<file path="src/rtl/mips_mem_pkg.sv">
// Shared MEM-stage definitions: store/load size encodings and lane byte-enable helper.
// Used by both the store lane buffer and the load-extract unit.
package mips_mem_pkg;

    localparam logic [1:0] SIZE_BYTE = 2'b00;
    localparam logic [1:0] SIZE_HALF = 2'b01;
    localparam logic [1:0] SIZE_WORD = 2'b10;
    localparam logic [1:0] SIZE_RSVD = 2'b11;

    // Little-endian lanes: byte at addr[1:0]=k lives in lane k.
    function automatic logic [3:0] f_byte_en(input logic [1:0] size, input logic [1:0] addr_lo);
        logic [3:0] be;
        case (size)
            SIZE_BYTE: be = 4'b0001 << addr_lo;
            SIZE_HALF: be = addr_lo[1] ? 4'b1100 : 4'b0011;
            SIZE_WORD: be = 4'b1111;
            default:   be = 4'b0000;
        endcase
        return be;
    endfunction

endpackage

</file>
<file path="src/rtl/store_lane_align.sv">
// Combinational store narrowing: replicates the low data bits across lanes, builds byte
// enables and flags misaligned or reserved-size requests.
module store_lane_align
    import mips_mem_pkg::*;
(
    input  logic [1:0]  size_i,
    input  logic [1:0]  addr_lo_i,
    input  logic [31:0] data_i,
    output logic [31:0] wdata_o,
    output logic [3:0]  be_o,
    output logic        bad_o
);

    always_comb begin
        wdata_o = data_i;
        bad_o   = 1'b0;
        case (size_i)
            SIZE_BYTE: begin
                wdata_o = {4{data_i[7:0]}};
            end
            SIZE_HALF: begin
                wdata_o = {2{data_i[15:0]}};
                bad_o   = addr_lo_i[0];
            end
            SIZE_WORD: begin
                wdata_o = data_i;
                bad_o   = (addr_lo_i != 2'b00);
            end
            default: begin
                wdata_o = data_i;
                bad_o   = 1'b1;
            end
        endcase
    end

    assign be_o = f_byte_en(size_i, addr_lo_i);

endmodule

</file>
<file path="src/rtl/store_lane_buffer.sv">
// MEM-stage store queue: accepts aligned stores, holds them in a small FIFO and drains them
// to data memory in order over a req/ack handshake.
module store_lane_buffer
    import mips_mem_pkg::*;
#(
    parameter int unsigned DEPTH = 2,
    parameter int unsigned AW    = 32
) (
    input  logic          clk_i,
    input  logic          rst_i,
    input  logic          valid_i,
    input  logic [1:0]    size_i,
    input  logic [AW-1:0] addr_i,
    input  logic [31:0]   data_i,
    output logic          ready_o,
    output logic          misalign_o,
    output logic          mem_req_o,
    output logic [AW-1:0] mem_addr_o,
    output logic [31:0]   mem_wdata_o,
    output logic [3:0]    mem_be_o,
    input  logic          mem_ack_i
);

    localparam int unsigned PW = (DEPTH > 1) ? $clog2(DEPTH) : 1;
    localparam int unsigned CW = $clog2(DEPTH) + 1;

    typedef logic [PW-1:0] ptr_t;
    typedef logic [CW-1:0] cnt_t;

    logic [AW-3:0] addr_q  [DEPTH];
    logic [31:0]   wdata_q [DEPTH];
    logic [3:0]    be_q    [DEPTH];

    ptr_t wr_ptr_q, rd_ptr_q;
    cnt_t count_q,  count_d;
    logic misalign_q;

    logic [31:0] lane_wdata;
    logic [3:0]  lane_be;
    logic        lane_bad;
    logic        push, pop;

    store_lane_align u_align (
        .size_i    (size_i),
        .addr_lo_i (addr_i[1:0]),
        .data_i    (data_i),
        .wdata_o   (lane_wdata),
        .be_o      (lane_be),
        .bad_o     (lane_bad)
    );

    // Ready depends only on the registered count, so a same-cycle ack never frees a slot.
    assign ready_o   = (count_q < cnt_t'(DEPTH));
    assign mem_req_o = (count_q != '0);

    assign push = valid_i & ready_o & ~lane_bad;
    assign pop  = mem_req_o & mem_ack_i;

    always_comb begin
        count_d = count_q + cnt_t'(push) - cnt_t'(pop);
    end

    always_ff @(posedge clk_i or negedge rst_i) begin
        if (!rst_i) begin
            wr_ptr_q   <= '0;
            rd_ptr_q   <= '0;
            count_q    <= '0;
            misalign_q <= 1'b0;
            for (int i = 0; i < DEPTH; i++) begin
                addr_q[i]  <= '0;
                wdata_q[i] <= '0;
                be_q[i]    <= '0;
            end
        end else begin
            count_q    <= count_d;
            misalign_q <= valid_i & ready_o & lane_bad;
            if (push) begin
                addr_q[wr_ptr_q]  <= addr_i[AW-1:2];
                wdata_q[wr_ptr_q] <= lane_wdata;
                be_q[wr_ptr_q]    <= lane_be;
                wr_ptr_q          <= wr_ptr_q + ptr_t'(1);
            end
            if (pop) begin
                rd_ptr_q <= rd_ptr_q + ptr_t'(1);
            end
        end
    end

    assign misalign_o  = misalign_q;
    assign mem_addr_o  = {addr_q[rd_ptr_q], 2'b00};
    assign mem_wdata_o = wdata_q[rd_ptr_q];
    assign mem_be_o    = be_q[rd_ptr_q];

endmodule

</file>
<file path="config.mk">
export PLATFORM = sky130hd
export DESIGN_NAME = store_lane_buffer
export DESIGN_NICKNAME = d
export VERILOG_FILES = /design/src/rtl/mips_mem_pkg.sv /design/src/rtl/store_lane_align.sv /design/src/rtl/store_lane_buffer.sv
export SDC_FILE = /design/constraint.sdc
export NUM_CORES = 1
export LEC_CHECK = 0
export CORE_AREA = 2 2 112 114
export DETAILED_ROUTE_END_ITERATION = 7
export DIE_AREA = 0 0 114 116
export PLACE_DENSITY = 0.84
export SETUP_SLACK_MARGIN = 0.05
export SYNTH_ARGS = -nofsm -noshare
export SYNTH_HDL_FRONTEND = slang
export SYNTH_SLANG_ARGS = --single-unit
</file>
<file path="constraint.sdc">
create_clock -name clk_i -period 2.74 [get_ports clk_i]
set_input_delay 0.411 -clock clk_i [delete_from_list [all_inputs] [get_ports clk_i]]
set_output_delay 0.411 -clock clk_i [all_outputs]
set_load 0.005 [all_outputs]
</file>
==> summary.md, run 1 <==
| Metric | Value |
|---|---|
| Run status | completed |
| Non-Filler Instances | 785 |
| Number of diodes | 0 |
| Flops & latches, synth | 137 |
| Total chip power | 10200 uW |
| Hold Crit Class | in -> async |
| Routed WL per cell | 18.4 microns |
| First-pass GRT wire length | 23.4 mm |
| Largest buffer count on any clock path | 2 |
| Worst-path cell chain | buf_4 -> mux2_2 -> clkdlybuf4s50_1 |
| Largest stage delay, worst path | 0.47 ns |
| Final number of hold-violating endpoints | 0 |
| Detailed Routing Iterations Pass 1 | 4 |
| P per Cell Area | 1190 mW/mm^2 |
| Ys flop type | dfrtp_1 |
| TritonCTS clock tree | done |
| Fin util | 0.716 |
| Leak pwr | 0.00385 uW |
| Setup TNS | 0 ns |
| Site row count | 40 |
| CTS H-Tree Depth | 4 |
| Worst slew pin tran | 0.833 ns |
| Post-synth cell types | 31 |
| Final Critical Period | 2.49 ns |
| Die ar. | 0.0132 sq mm |
| Pre-CTS setup slack | 0.303 ns |
| Total core area | 0.0119 sq mm |
| Starting density of the core | 0.541 |
| First DRT Iteration DRCs | 250 |
| Dpl hpwl | 9.73 mm |
| CP startpoint | rd_ptr_q$_DFFE_PN0P_ |
| GRT Overall Usage | 0.233 |
| Number of standard cells after synthesis | 491 |
| Largest area contributor in the netlist | dfrtp_1 |
| Largest cells by area after synthesis | dfrtp_1 53%, mux2_2 19%, mux2_4 9.1% |
| Boundary Pins | 141 |
| Most numerous cell in the Yosys netlist | dfrtp_1 |
| Top cells by count, synth | 137 x dfrtp_1, 106 x mux2_2, 53 x nand2_1, 53 x o21ai_0, 39 x mux2_4 |
| CP max stage cell | clkdlybuf4s50_1 |
| Die width | 114 microns |
| Clock skew | 0.00448 ns |
| Final Max Slew Viols | 0 |
| Syn Area/Cell | 13.1 sq um |
| # Max-Cap Violations | 0 |
| Vias in the first global route | 4490 |
| Post-Synthesis Cell Area | 0.00645 sq mm |
| Port-buffer cells | 138 |
| RSZ-0062 raised after global routing | no |
| Startpoint types | flop |
| Post-DR vias/cell | 5.47 |
| Worst path bufs/invs | 2 |
| Via count | 4293 |
| DRC violations left | 0 |
| Yosys top cell area share | 0.532 |
| Number of CTS-inserted buffers | 17 |
| Post-route ant nets | 0 |
| Area delta synth->final | 32.3% |
| Ys async rst share | 1.00 |
| Layout cells sized above 1 | 0.306 |
| Req. time, crit path | 2.33 ns |
| Root Buffer Master | clkbuf_16 |
| Largest net degree at the start of global routing | 91 |
| EDFF count, synth | 0 |
| CP Capture Type | output pin |
| Post-placement cell count | 753 |
| Worst setup margin | 0.247 ns |
| Worst-skew pair later-pin latency | 0.41 ns |
| Final setup violation count | 0 |
| Top Family by Delay on Critical Path | buffers and inverters |
| Crit path kind | reg -> out |
| NumNets Final | 697 |
| Largest fanout on the critical path | 35 |
| Relative slew margins | 0.445 |
| Clk slew on worst S/H paths | 0.06 ns |
| Antenna violations before repair | 0 |
| Post-synthesis sequential area ratio | 0.532 |
| Fmax | 401 MHz |
| Critical R2R Launch | count_q[1]$_DFF_PN0_ |
| Synth Warn # | 0 |
| Global route overflow | 0 |
| TritonCTS Sinks | 137 |
| Final WL | 14.5 mm |
| GPL Wtd Cong | 0.860 |
| Die H | 116 microns |
| Post-cts hold buffer count | 0 |
| VDD IR max | 0.000624 V |
| # Post-CTS Setup Buffers | 0 |
| Post_cts resized | 0 |
| WP data arrival | 2.08 ns |
| Tcrit/Tclk final | 0.910 |
[placed cells by master (no fill, tap or decap), types with 3 or more instances in the layout]
cell type	instances
clkinvlp_4	9
o21ai_0	53
clkdlybuf4s50_1	137
clkbuf_16	17
nor2_1	10
mux2_4	39
buf_4	5
mux2i_1	25
dfrtp_1	136
buf_12	5
inv_1	3
a21oi_1	10
nand2_1	53
mux2_2	106
mux2_1	3
[metrics by stage]
| step | hold WS [ns] | area, sq um |
|---|---|---|
| 2_1_floorplan | 0.115 | 6450 |
| 3_3_place_gp | 0.455 | 7940 |
| 3_5_place_dp | 0.465 | 7940 |
| 4_1_cts | 0.105 | 8530 |
| 5_1_grt | 0.107 | 8530 |
| 6_report | 0.0547 | 8530 |
[logic make-up (layout without fill, tap and decap cells)]
group	count (synthesis)	in the layout	share of synthesized area
adders and majority gates	2	2	0.00388
xor gates and xnor gates	3	3	0.00408
AOI/OAI and AO/OA	67	67	0.0567
muxes	173	173	0.320
and+or+nand+nor	71	71	0.0464
other	1	2	0.000582
DFF	137	137	0.532
buffers and inverters	37	183	0.0365
[state kept, by name, summed over array words and instances (netlist names)]
signal and flops:
wdata_q 64, addr_q 60, wr_ptr_q 1, count_q 2, be_q 8, misalign_o 1, rd_ptr_q 1
[worst register-to-register path: stages (launching register included)]
cell	delay [ns]
dfrtp_1	0.41
and2b_1	0.36
o21ai_0	0.18
ha_1	0.31
inv_1	0.04
ha_1	0.19
xnor2_1	0.17
xnor2_1	0.13
[final timing paths]
check | to | slack (ns) | depth (start not counted)
min reg2reg | wdata_q[61]$_DFFE_PN0P_ | 0.47 | 2
max reg2reg | count_q[1]$_DFF_PN0_ | 0.88 | 7
min | addr_q[36]$_DFFE_PN0P_ | 0.05 | 1
min in group clk_i | wdata_q[61]$_DFFE_PN0P_ | 0.47 | 2
max | mem_addr_o[4] | 0.25 | 3
max in group asynchronous | wdata_q[46]$_DFFE_PN0P_ | 1.90 | 2
[where the power goes]
part | switching [uW] | internal (uW)
Sequential | 513 | 3020
Clock | 883 | 1360
Combinational | 1510 | 2860
[layer usage]
layer	up-vias	global-route usage	part of all wire	routed length (microns)
met2	173	0.377	0.48	6990
met3	16	0.0622	0.068	989
met5	-	0	0	0
met1	2123	0.308	0.44	6300
li1	1981	-	-	-
met4	0	0.0821	0.013	194
[area by class of cell]
class | count | area, sq um
flip-flops and latches | 137 | 3430
fillers | 875 | 3380
multi-input cells | 318 | 2800
repair buffers | 148 | 1520
clock buffers | 18 | 439
well taps | 147 | 184
clock inverters | 14 | 150
inverters | 3 | 11.3
No activity file was read; power rests on OpenSTA's default activity.
==> inputs of run 2 (changes only) <==
--- a/config.mk
+++ b/config.mk
@@ -8,6 +8,7 @@
 export CORE_AREA = 2 2 112 114
 export DETAILED_ROUTE_END_ITERATION = 7
 export DIE_AREA = 0 0 114 116
+export HOLD_SLACK_MARGIN = 0.12
 export PLACE_DENSITY = 0.84
 export SETUP_SLACK_MARGIN = 0.05
 export SYNTH_ARGS = -nofsm -noshare
==> run 2 against run 1 <==
  * Largest cell class unchanged
  * Sequential power barely moved
  * Die area is the same
  * Register-to-register slack about the same
  * Critical path depth did not move
  * Wire length rose by 0.23%
  * Non-clock buffer count is 1 higher
  * Hold slack improved by 0.42 ns
  * Maximum frequency about the same
  * Largest power group unchanged
  * Via count fell by 0.19%
  * Clock-buffer cell count did not move
  * Sequential share of layout area barely moved
==> summary.md, run 2 (synthesis results as in run 1) <==
| Metric | Value |
|---|---|
| Run status | completed |
| CP startpoint | rd_ptr_q$_DFFE_PN0P_ |
| Die width | 114 microns (unchanged) |
| Port-buffer cells | 138 (unchanged) |
| Routed WL per cell | 18.5 microns (+0.10%) |
| Setup TNS | 0 ns (unchanged) |
| Clk slew on worst S/H paths | 0.06 ns (about the same) |
| End point of the critical path | mem_addr_o[4] |
| WP data arrival | 2.08 ns (about the same) |
| NumNets Final | 698 (+0.14%) |
| Largest stage delay, worst path | 0.47 ns (about the same) |
| Starting density of the core | 0.541 (unchanged) |
| Global route overflow | 0 (unchanged) |
| R2R Path End | count_q[1]$_DFF_PN0_ |
| Commonest cells after routing, fill and taps aside | 137 x clkdlybuf4s50_1, 136 x dfrtp_1, 106 x mux2_2 |
| Antenna violations before repair | 0 (unchanged) |
| Site row count | 40 (unchanged) |
| Dpl hpwl | 9.73 mm (unchanged) |
| Number of CTS-inserted buffers | 17 (unchanged) |
| Hold Crit Class | reg -> reg |
| Crit path kind | reg -> out |
| Top Registers | wdata_q: 64 flops, addr_q: 60 flops, be_q: 8 flops |
| Clock skew | 0.00455 ns (+0.0000684 ns) |
| Final number of hold-violating endpoints | 0 (unchanged) |
| Die H | 116 microns (unchanged) |
| NetSw | 2910 uW (about the same) |
| Largest net degree at the start of global routing | 91 (unchanged) |
| Die ar. | 0.0132 sq mm (unchanged) |
| Pint | 7250 uW (about the same) |
| Relative slew margins | 0.439 (-0.00577) |
| VDD IR max | 0.000627 V (+0.59%) |
| Worst slew pin tran | 0.842 ns (+0.00865 ns) |
| P per Cell Area | 1190 mW/mm^2 (about the same) |
| Final setup violation count | 0 (unchanged) |
| Non-Filler Instances | 786 (+0.13%) |
| Worst-path cell chain | buf_4 -> mux2_2 -> clkdlybuf4s50_1 |
| Worst reg2reg path depth | 7 (unchanged) |
| GPL Wtd Cong | 0.860 (unchanged) |
| Startpoint types | flop |
| Root Buffer Master | clkbuf_16 |
| Post-DR vias/cell | 5.45 (-0.31%) |
| Clock share of power | 0.221 (about the same) |
| Largest fanout on the critical path | 35 (unchanged) |
| CP max stage cell | clkdlybuf4s50_1 |
| Switching Fraction | 0.286 (about the same) |
| Layout cells sized above 1 | 0.305 (-0.000478) |
| GRT Overall Usage | 0.234 (about the same) |
| # Max-Cap Violations | 0 (unchanged) |
| Via count | 4285 (-0.19%) |
| DRC violations left | 0 (unchanged) |
| TritonCTS clock tree | done |
| Tcrit/Tclk final | 0.909 (about the same) |
| Worst-skew pair later-pin latency | 0.41 ns (about the same) |
| Comb power frac | 0.431 (about the same) |
| Fin util | 0.717 (+0.000841) |
| Seq pwr share | 0.348 (about the same) |
| Detailed Routing Iterations Pass 1 | 5 (+1) |
| RSZ-0062 raised after global routing | no |
| First-pass GRT wire length | 23.4 mm (+0.12%) |
| Post-placement cell count | 753 (unchanged) |
| Leak pwr | 0.00386 uW (+0.11%) |
| CP Capture Type | output pin |
| # Post-CTS Setup Buffers | 0 (unchanged) |
| Boundary Pins | 141 (unchanged) |
| Largest Register | wdata_q |
| Max reg flops | 64 (unchanged) |
| Number of diodes | 0 (unchanged) |
| Fmax | 401 MHz (about the same) |
| Req. time, crit path | 2.33 ns (about the same) |
| Critical R2R Launch | count_q[1]$_DFF_PN0_ |
| Largest buffer count on any clock path | 2 (unchanged) |
| Total core area | 0.0119 sq mm (unchanged) |
| Final WL | 14.5 mm (+0.23%) |
| Worst reg2reg setup slack | 0.88 ns (about the same) |
| Vias in the first global route | 4502 (+0.27%) |
| Final Critical Period | 2.49 ns (-0.00132 ns) |
| Post-route ant nets | 0 (unchanged) |
| Commonest non-fill, non-tap cell in the layout | clkdlybuf4s50_1 |
| First DRT Iteration DRCs | 272 (+8.8%) |
| Post_cts resized | 0 (unchanged) |
| CTS H-Tree Depth | 4 (unchanged) |
| Hold_ws | 0.472 ns (+0.418 ns) |
| TritonCTS Sinks | 137 (unchanged) |
| Area delta synth->final | 32.5% |
| Final Max Slew Viols | 0 (unchanged) |
==> run 2: stage by stage <==
| stage | total power [uW] | worst slack [ns] | cell area (sq um) |
|---|---|---|---|
| finish | 10200 | 0.248 | 8540 |
| global route | 10800 | 0.162 | 8540 |
| CTS | 10200 | 0.195 | 8540 |
| detailed placement | 7930 | 0.303 | 7940 |
| global placement | 7740 | 0.402 | 7940 |
| floorplan | 5780 | 0.949 | 6450 |
==> run 2: timing repair <==
item / in CTS / in global routing
setup endpoints to repair: 0 / 0
hold buffers: 1 / 0
hold endpoints to repair: 58 / 0
==> run 2: per-layer routing <==
metal	wire length, microns	global-route usage	vias up	share of wire
met1	6320	0.308	2117	0.44
met3	1020	0.0622	14	0.070
met2	6990	0.377	167	0.48
met5	0	0	-	0
li1	-	-	1987	-
met4	179	0.0821	0	0.012
==> run 2: how the worst min path moves through the flow <==
| stage | from | to | slack, ns | cells past startpoint |
|---|---|---|---|---|
| after floorplan | rst_i | addr_q[0]$_DFFE_PN0P_ | 0.12 | 0 |
| after global placement | wdata_q[15]$_DFFE_PN0P_ | wdata_q[15]$_DFFE_PN0P_ | 0.46 | 2 |
| after detailed placement | wdata_q[21]$_DFFE_PN0P_ | wdata_q[21]$_DFFE_PN0P_ | 0.47 | 2 |
| after CTS | wdata_q[21]$_DFFE_PN0P_ | wdata_q[21]$_DFFE_PN0P_ | 0.48 | 2 |
| after global routing | wdata_q[13]$_DFFE_PN0P_ | wdata_q[13]$_DFFE_PN0P_ | 0.50 | 2 |
| final | wdata_q[21]$_DFFE_PN0P_ | wdata_q[21]$_DFFE_PN0P_ | 0.47 | 2 |
==> run 2: power by group through the flow <==
stage                     logic, uW  clock network, uW  registers, uW
after floorplan                2400                  0           3380
after global placement         4280                  0           3460
after detailed placement       4370                  0           3560
after CTS                      4430               2280           3540
after global routing           4720               2380           3670
final                          4370               2250           3540
==> run 2: critical path: cells and delay by family, from the launching register on <==
kind / cells / cell delay [ns]
buffers and inverters: 2 / 0.89
muxes: 1 / 0.40
DFF: 1 / 0.36
==> run 2: cell type report <==
cell class                      count  area, sq um
Clock buffer                       18          439
Fill cell                         874         3370
Multi-Input combinational cell    318         2800
Tap cell                          147          184
Timing Repair Buffer              149         1530
Clock inverter                     14          150
Sequential cell                   137         3430
Inverter                            3         11.3
